==> config.mk <==
export PLATFORM = sky130hd
export DESIGN_NAME = cpu_step_controller
export DESIGN_NICKNAME = d
export VERILOG_FILES = /design/src/rtl/cpu_step_controller_pkg.sv /design/src/rtl/rise_edge_detect.sv /design/src/rtl/cpu_step_controller.sv
export SDC_FILE = /design/constraint.sdc
export NUM_CORES = 1
export LEC_CHECK = 0
export CAP_MARGIN = 20
export CORE_MARGIN = 2
export CORE_UTILIZATION = 45
export DETAILED_ROUTE_END_ITERATION = 10
export PLACE_DENSITY = 0.7
export SETUP_SLACK_MARGIN = 0.02
export SLEW_MARGIN = 20
export SYNTH_ARGS = -nofsm -noshare
export SYNTH_HDL_FRONTEND = slang
export SYNTH_HIERARCHICAL = 1
export SYNTH_SLANG_ARGS = --single-unit
==> constraint.sdc <==
create_clock -name clk_qzt -period 4.5 [get_ports clk_qzt]
set_input_delay 1.125 -clock clk_qzt [delete_from_list [all_inputs] [get_ports clk_qzt]]
set_output_delay 1.125 -clock clk_qzt [all_outputs]
set_load 0.02 [all_outputs]
==> src/rtl/cpu_step_controller_pkg.sv <==
// Shared definitions for the Mock8080 CPU/RAM execution strobe generator.
package cpu_step_controller_pkg;

    localparam int unsigned CNT_W_DEF      = 29;
    localparam int unsigned STEP_CNT_W_DEF = 16;
    localparam int unsigned MIN_PERIOD     = 2;

    typedef enum logic [1:0] {
        ST_HALT  = 2'b00,
        ST_RUN   = 2'b01,
        ST_BREAK = 2'b10
    } run_state_e;

endpackage

==> src/rtl/rise_edge_detect.sv <==
// Registered rising-edge detector; history resets high so a level held
// through reset release produces no edge.
module rise_edge_detect (
    input  logic clk,
    input  logic rst_n,
    input  logic btn,
    output logic rise
);

    logic btn_q;

    always_ff @(posedge clk or negedge rst_n) begin
        if (!rst_n) begin
            btn_q <= 1'b1;
            rise  <= 1'b0;
        end else begin
            btn_q <= btn;
            rise  <= btn & ~btn_q;
        end
    end

endmodule

==> src/rtl/cpu_step_controller.sv <==
// Execution strobe for CPU/BRAM: single-step from a button or free-run at a
// programmable period, halting on HLT or on a PC breakpoint.
module cpu_step_controller
    import cpu_step_controller_pkg::*;
#(
    parameter int unsigned CNT_W      = CNT_W_DEF,
    parameter int unsigned STEP_CNT_W = STEP_CNT_W_DEF
) (
    input  logic                  clk_qzt,
    input  logic                  reset_n,
    input  logic                  btn_step,
    input  logic                  btn_run,
    input  logic [CNT_W-1:0]      run_period,
    input  logic [7:0]            cpu_pc,
    input  logic                  cpu_halted,
    input  logic [7:0]            bp_addr,
    input  logic                  bp_en,
    output logic                  step_pulse,
    output logic                  running,
    output logic                  bp_hit,
    output logic [STEP_CNT_W-1:0] step_count
);

    run_state_e       state_q, state_d;
    logic [CNT_W-1:0] cnt_q, cnt_d;
    logic [CNT_W-1:0] period_eff;
    logic             skip_q, skip_d;
    logic             pulse_d;
    logic             step_edge, run_edge;
    logic             terminal, bp_match;

    rise_edge_detect u_step_edge (
        .clk   (clk_qzt),
        .rst_n (reset_n),
        .btn   (btn_step),
        .rise  (step_edge)
    );

    rise_edge_detect u_run_edge (
        .clk   (clk_qzt),
        .rst_n (reset_n),
        .btn   (btn_run),
        .rise  (run_edge)
    );

    // Periods below the minimum would strobe every cycle or never; clamp them.
    assign period_eff = (run_period < CNT_W'(MIN_PERIOD)) ? CNT_W'(MIN_PERIOD) : run_period;
    assign terminal   = (cnt_q == (period_eff - CNT_W'(1)));
    assign bp_match   = bp_en && (cpu_pc == bp_addr) && !skip_q;

    // Next-state: run edge first, then HLT, then period terminal / breakpoint.
    always_comb begin
        state_d = state_q;
        cnt_d   = cnt_q;
        skip_d  = skip_q;
        pulse_d = 1'b0;
        unique case (state_q)
            ST_HALT: begin
                if (run_edge) begin
                    state_d = ST_RUN;
                    cnt_d   = '0;
                    skip_d  = 1'b1;
                end else if (step_edge) begin
                    pulse_d = 1'b1;
                end
            end
            ST_RUN: begin
                if (run_edge || cpu_halted) begin
                    state_d = ST_HALT;
                end else if (terminal) begin
                    cnt_d = '0;
                    if (bp_match) begin
                        state_d = ST_BREAK;
                    end else begin
                        pulse_d = 1'b1;
                        skip_d  = 1'b0;
                    end
                end else begin
                    cnt_d = cnt_q + CNT_W'(1);
                end
            end
            ST_BREAK: begin
                if (run_edge) begin
                    state_d = ST_RUN;
                    cnt_d   = '0;
                    skip_d  = 1'b1;
                end else if (step_edge) begin
                    pulse_d = 1'b1;
                    state_d = ST_HALT;
                end
            end
            default: begin
                state_d = ST_HALT;
            end
        endcase
    end

    always_ff @(posedge clk_qzt or negedge reset_n) begin
        if (!reset_n) begin
            state_q    <= ST_HALT;
            cnt_q      <= '0;
            skip_q     <= 1'b0;
            step_pulse <= 1'b0;
            running    <= 1'b0;
            bp_hit     <= 1'b0;
            step_count <= '0;
        end else begin
            state_q    <= state_d;
            cnt_q      <= cnt_d;
            skip_q     <= skip_d;
            step_pulse <= pulse_d;
            running    <= (state_d == ST_RUN);
            bp_hit     <= (state_d == ST_BREAK);
            step_count <= step_count + STEP_CNT_W'(pulse_d);
        end
    end

endmodule
==> report_table.html <==
<table>
<tr><th>Metric</th><th>Value</th></tr>
<tr><th colspan="2">Power</th></tr>
<tr><td>Combinational share of power</td><td>0.260</td></tr>
<tr><td>Total design power</td><td>1.14 mW</td></tr>
<tr><td>Power per cell area</td><td>212 mW/mm^2</td></tr>
<tr><td>Internal power</td><td>0.792 mW</td></tr>
<tr><td>Net switching power</td><td>0.353 mW</td></tr>
<tr><td>Static leakage</td><td>2.23 nW</td></tr>
<tr><td>Switching power as a share of total power</td><td>0.309</td></tr>
<tr><td>IR Drop Worst-Case VDD</td><td>342 uV</td></tr>
<tr><td>Part of the total power dissipated in the clock network</td><td>0.244</td></tr>
<tr><td>Seq pwr share</td><td>0.496</td></tr>
<tr><th colspan="2">Placement</th></tr>
<tr><td>RePlAce Congestion</td><td>0.892</td></tr>
<tr><td>Post-placement cell count</td><td>645</td></tr>
<tr><td>Setup slack at placement</td><td>-0.778 ns</td></tr>
<tr><td>HPWL after detailed placement</td><td>8430 um</td></tr>
<tr><td>Count of buffers from port buffering</td><td>69</td></tr>
<tr><th colspan="2">Drt</th></tr>
<tr><td>Post-route DRC violation count</td><td>0</td></tr>
<tr><td>Average wire length per cell after detail routing</td><td>16.1 um</td></tr>
<tr><td>Drt total wl</td><td>10700 um</td></tr>
<tr><td>Number of routed nets with antenna violations</td><td>0</td></tr>
<tr><td>Initial DRT Pass Iterations</td><td>4</td></tr>
<tr><td>Number of design-rule violations left by the first detailed-router iteration</td><td>152</td></tr>
<tr><td>Detailed-route vias per instance</td><td>5.56</td></tr>
<tr><td>Vias post-DR</td><td>3703</td></tr>
<tr><th colspan="2">Clock tree</th></tr>
<tr><td>CTS tree</td><td>built</td></tr>
<tr><td>Total clock sinks</td><td>55</td></tr>
<tr><td>Post-CTS Hold Buffers</td><td>0</td></tr>
<tr><td>Count of H-tree levels built during CTS</td><td>2</td></tr>
<tr><td>Clock Tree Buf Depth</td><td>2</td></tr>
<tr><td>Register clock-pin slew on the reported worst setup and hold paths</td><td>0.10 ns</td></tr>
<tr><td>Clock latency on the worst-skew pair</td><td>0.31 ns</td></tr>
<tr><td>Root Driver</td><td>clkbuf_8</td></tr>
<tr><td>Clock buffers created by TritonCTS</td><td>5</td></tr>
<tr><th colspan="2">Logic synthesis</th></tr>
<tr><td>Cell types with the highest counts after synthesis</td><td>53 x dfrtp_1, 48 x xnor2_1, 40 x nor3_1, 39 x xor2_1, 31 x nor2_1</td></tr>
<tr><td>Most area-consuming cells after synthesis</td><td>dfrtp_1 35%, xnor2_1 11%, xor2_1 8.9%</td></tr>
<tr><td>Number of instances in the synthesized netlist</td><td>418</td></tr>
<tr><td>Distinct cell type count after synthesis</td><td>60</td></tr>
<tr><td>Primary flip-flop cell chosen by synthesis mapping</td><td>dfrtp_1</td></tr>
<tr><td>Async set or reset register ratio after synthesis</td><td>1.00</td></tr>
<tr><td>Cell with the most instances after synthesis</td><td>dfrtp_1</td></tr>
<tr><td>Area leader, netlist</td><td>dfrtp_1</td></tr>
<tr><td>Yosys Warn Count</td><td>6</td></tr>
<tr><td>Post-synth net total</td><td>473</td></tr>
<tr><td>EDFF count, synth</td><td>0</td></tr>
<tr><td>Post-synthesis sequential area ratio</td><td>0.360</td></tr>
<tr><td>Fraction of synthesized cell area taken by the top area cell type</td><td>0.346</td></tr>
<tr><td>Avg Inst Size Synth</td><td>9.17 um^2</td></tr>
<tr><td>Cell area after synthesis</td><td>0.00383 mm^2</td></tr>
<tr><td>Register bit total from synthesis</td><td>55</td></tr>
<tr><th colspan="2">Setup path</th></tr>
<tr><td>Cell with the biggest individual delay on the critical path</td><td>nor3_2</td></tr>
<tr><td>Arrival time of the worst setup path</td><td>4.72 ns</td></tr>
<tr><td>Ordered cell list for the critical path</td><td>dlygate4sd2_1 -&gt; nor3_2 -&gt; nand4_2 -&gt; or2_4 -&gt; nand2_4 -&gt; ha_4 -&gt; nor2b_4 -&gt; nand4_1 -&gt; nor3_2 -&gt; xnor2_2 -&gt; nor3_1 -&gt; nand4_1 -&gt; nor3_4 -&gt; a22o_1 -&gt; ha_4 -&gt; buf_4 -&gt; ha_4 -&gt; nand3_4 -&gt; nor2_4 -&gt; xor2_1</td></tr>
<tr><td>Max incr delay on CP</td><td>0.30 ns</td></tr>
<tr><td>Critical path class</td><td>input port to flop</td></tr>
<tr><td>Crit. End Element</td><td>flop</td></tr>
<tr><td>Maximum fanout along the worst path</td><td>4</td></tr>
<tr><td>Critical path buffer and inverter count</td><td>2</td></tr>
<tr><td>Data required time at the worst endpoint</td><td>4.74 ns</td></tr>
<tr><td>Family of cells with the greatest summed delay on the critical path</td><td>simple AND/OR/NAND/NOR gates</td></tr>
<tr><td>Most used cell, CP</td><td>ha_4</td></tr>
<tr><td>Type of element launching the critical path</td><td>input port</td></tr>
<tr><th colspan="2">Timing</th></tr>
<tr><td>Tcrit/Tclk final</td><td>0.997</td></tr>
<tr><td>Setup repair after global routing missed its margin</td><td>true</td></tr>
<tr><td>Max-slew violation count</td><td>0</td></tr>
<tr><td>Worst Hold Margin</td><td>0.500 ns</td></tr>
<tr><td>Endpoints failing hold</td><td>0</td></tr>
<tr><td>Max frequency</td><td>223 MHz</td></tr>
<tr><td>Maximum clock skew at final layout</td><td>0.00858 ns</td></tr>
<tr><td>Worst max-slew margin expressed relative to the limit</td><td>0.521</td></tr>
<tr><td>Slew @ Worst Pin</td><td>0.718 ns</td></tr>
<tr><td>Fin worst setup slack</td><td>0.0154 ns</td></tr>
<tr><td>Total of endpoints with negative setup slack in the final report</td><td>0</td></tr>
<tr><td>Final period demand of the worst path</td><td>4.48 ns</td></tr>
<tr><th colspan="2">Global route</th></tr>
<tr><td>Pin count of the biggest net entering global routing</td><td>34</td></tr>
<tr><td>Number of antenna violations at the first check in global routing</td><td>0</td></tr>
<tr><td>Global-route usage over all layers</td><td>0.241</td></tr>
<tr><td>Vias in the first global route</td><td>3618</td></tr>
<tr><td>Overall overflow remaining after global route</td><td>0</td></tr>
<tr><td>Wire length of the first global-routing pass</td><td>17400 um</td></tr>
<tr><th colspan="2">Die</th></tr>
<tr><td>Standard-cell row count</td><td>33</td></tr>
<tr><td>Die Span X</td><td>96.3 um</td></tr>
<tr><td>Core Box Area</td><td>0.00826 mm^2</td></tr>
<tr><td>Number of top-level pins</td><td>70</td></tr>
<tr><td>Effective utilization at floorplan</td><td>0.464</td></tr>
<tr><td>Die Footprint</td><td>0.00927 mm^2</td></tr>
<tr><td>Y dimension of the die</td><td>96.3 um</td></tr>
<tr><th colspan="2">Cells and area</th></tr>
<tr><td>Layout cells sized above 1</td><td>0.264</td></tr>
<tr><td>Filler instances</td><td>685</td></tr>
<tr><td>Final Non-Filler Cells</td><td>666</td></tr>
<tr><td>Total inserted antenna cells</td><td>0</td></tr>
<tr><td>Post-layout util</td><td>0.652</td></tr>
<tr><td>Area added between synthesis and finish</td><td>40.5%</td></tr>
<tr><td>Fin nets</td><td>615</td></tr>
<tr><th colspan="2">Hold path</th></tr>
<tr><td>Worst hold-check path type</td><td>flop to flop</td></tr>
<tr><th colspan="2">Job</th></tr>
<tr><td>Number of violations of the max-capacitance limit</td><td>0</td></tr>
<tr><th colspan="2">Status</th></tr>
<tr><td>Outcome</td><td>complete, no violations</td></tr>
</table>
[layout make-up]
type | instances | area (um^2) | area share
tap | 105 | 131 | 0.0244
multi-input combinational | 343 | 2550 | 0.473
clock buffer | 6 | 72.6 | 0.0135
clock inverter | 2 | 17.5 | 0.00325
timing repair buffer | 146 | 1210 | 0.224
inverter | 9 | 33.8 | 0.00627
sequential | 55 | 1380 | 0.256
[power by group through the flow]
stage / sequential [mW] / clock, mW / combinational [mW]
floorplan: 0.595 / 0 / 0.0998
global placement: 0.576 / 0 / 0.291
detailed placement: 0.576 / 0 / 0.295
CTS: 0.566 / 0.285 / 0.294
global route: 0.573 / 0.300 / 0.322
finish: 0.567 / 0.279 / 0.298
[layer usage]
layer	global-route usage	share of wire	vias up
met1	0.315	0.44	1785
met2	0.420	0.49	105
met3	0.0352	0.052	13
met4	0.0599	0.012	0
met5	0	0	-
li1	-	-	1800
[placed cells by master (no fill, tap or decap), types with 3 or more instances in the layout]
cell type / count
a21o_1: 3
inv_1: 9
or4_1: 3
o211ai_1: 8
o21ai_0: 8
nor2_4: 3
a21oi_1: 6
nor2_1: 27
nor3_2: 6
dfrtp_1: 53
buf_6: 5
buf_2: 4
ha_4: 3
a31o_2: 3
nor2b_1: 6
nor4_4: 5
clkbuf_2: 8
clkbuf_8: 5
a211oi_2: 3
or3_1: 7
nand3_1: 25
nor3b_1: 4
buf_4: 77
o21ai_1: 3
clkdlybuf4s50_1: 40
and3_1: 9
xor2_1: 39
and4_1: 3
nand4_1: 14
nor2b_4: 3
xnor2_1: 47
nor3_1: 35
dlygate4sd2_1: 8
nand2_1: 23
nor4_1: 8
[through the flow]
| step | TNS (ns) | cell area (um^2) |
|---|---|---|
| after CTS | 0 | 5310 |
| after floorplan | -1.99 | 3950 |
| after detailed placement | -14.60 | 5170 |
| final | 0 | 5390 |
| after global placement | -8.87 | 5170 |
| after global routing | -1.26 | 5390 |
[path summary, 6_finish.rpt]
kind | startpoint | endpoint | slack [ns] | depth (start not counted)
worst max register to register | cnt_q[16] | step_count[10] | 1.13 | 14
worst min-delay path | step_count[6] | step_count[6] | 0.50 | 1
worst max-delay path | run_period[11] | step_count[10] | 0.02 | 20
worst min register to register | step_count[6] | step_count[6] | 0.50 | 1
max in group asynchronous | reset_n | step_count[13] | 2.86 | 2
min in group asynchronous | reset_n | cnt_q[24] | 0.86 | 1
[logic make-up (layout without fill, tap and decap cells)]
kind of cell	after synthesis	count (layout)	synth area share
simple gates	200	200	0.301
compound gates	50	50	0.0982
fa+ha+maj	4	4	0.0131
buf+inv	20	163	0.0238
mux	2	2	0.00522
flops	55	55	0.360
xor+xnor	87	87	0.199
[flip-flops by register name, indices dropped and copies added (netlist names)]
name / count
skip_q: 1
cnt_q: 29
u_run_edge/rise: 1
u_step_edge/btn_q: 1
running: 1
step_pulse: 1
u_step_edge/rise: 1
bp_hit: 1
u_run_edge/btn_q: 1
step_count: 16
state_q: 2
[repair_timing]
item | CTS | global route
buffers inserted | 7 | 6
gates resized for setup | 59 | 41
endpoints found under the setup margin | 15 | 13
pin swaps | 21 | 24
Note: power is estimated with default switching activity, not from simulation.
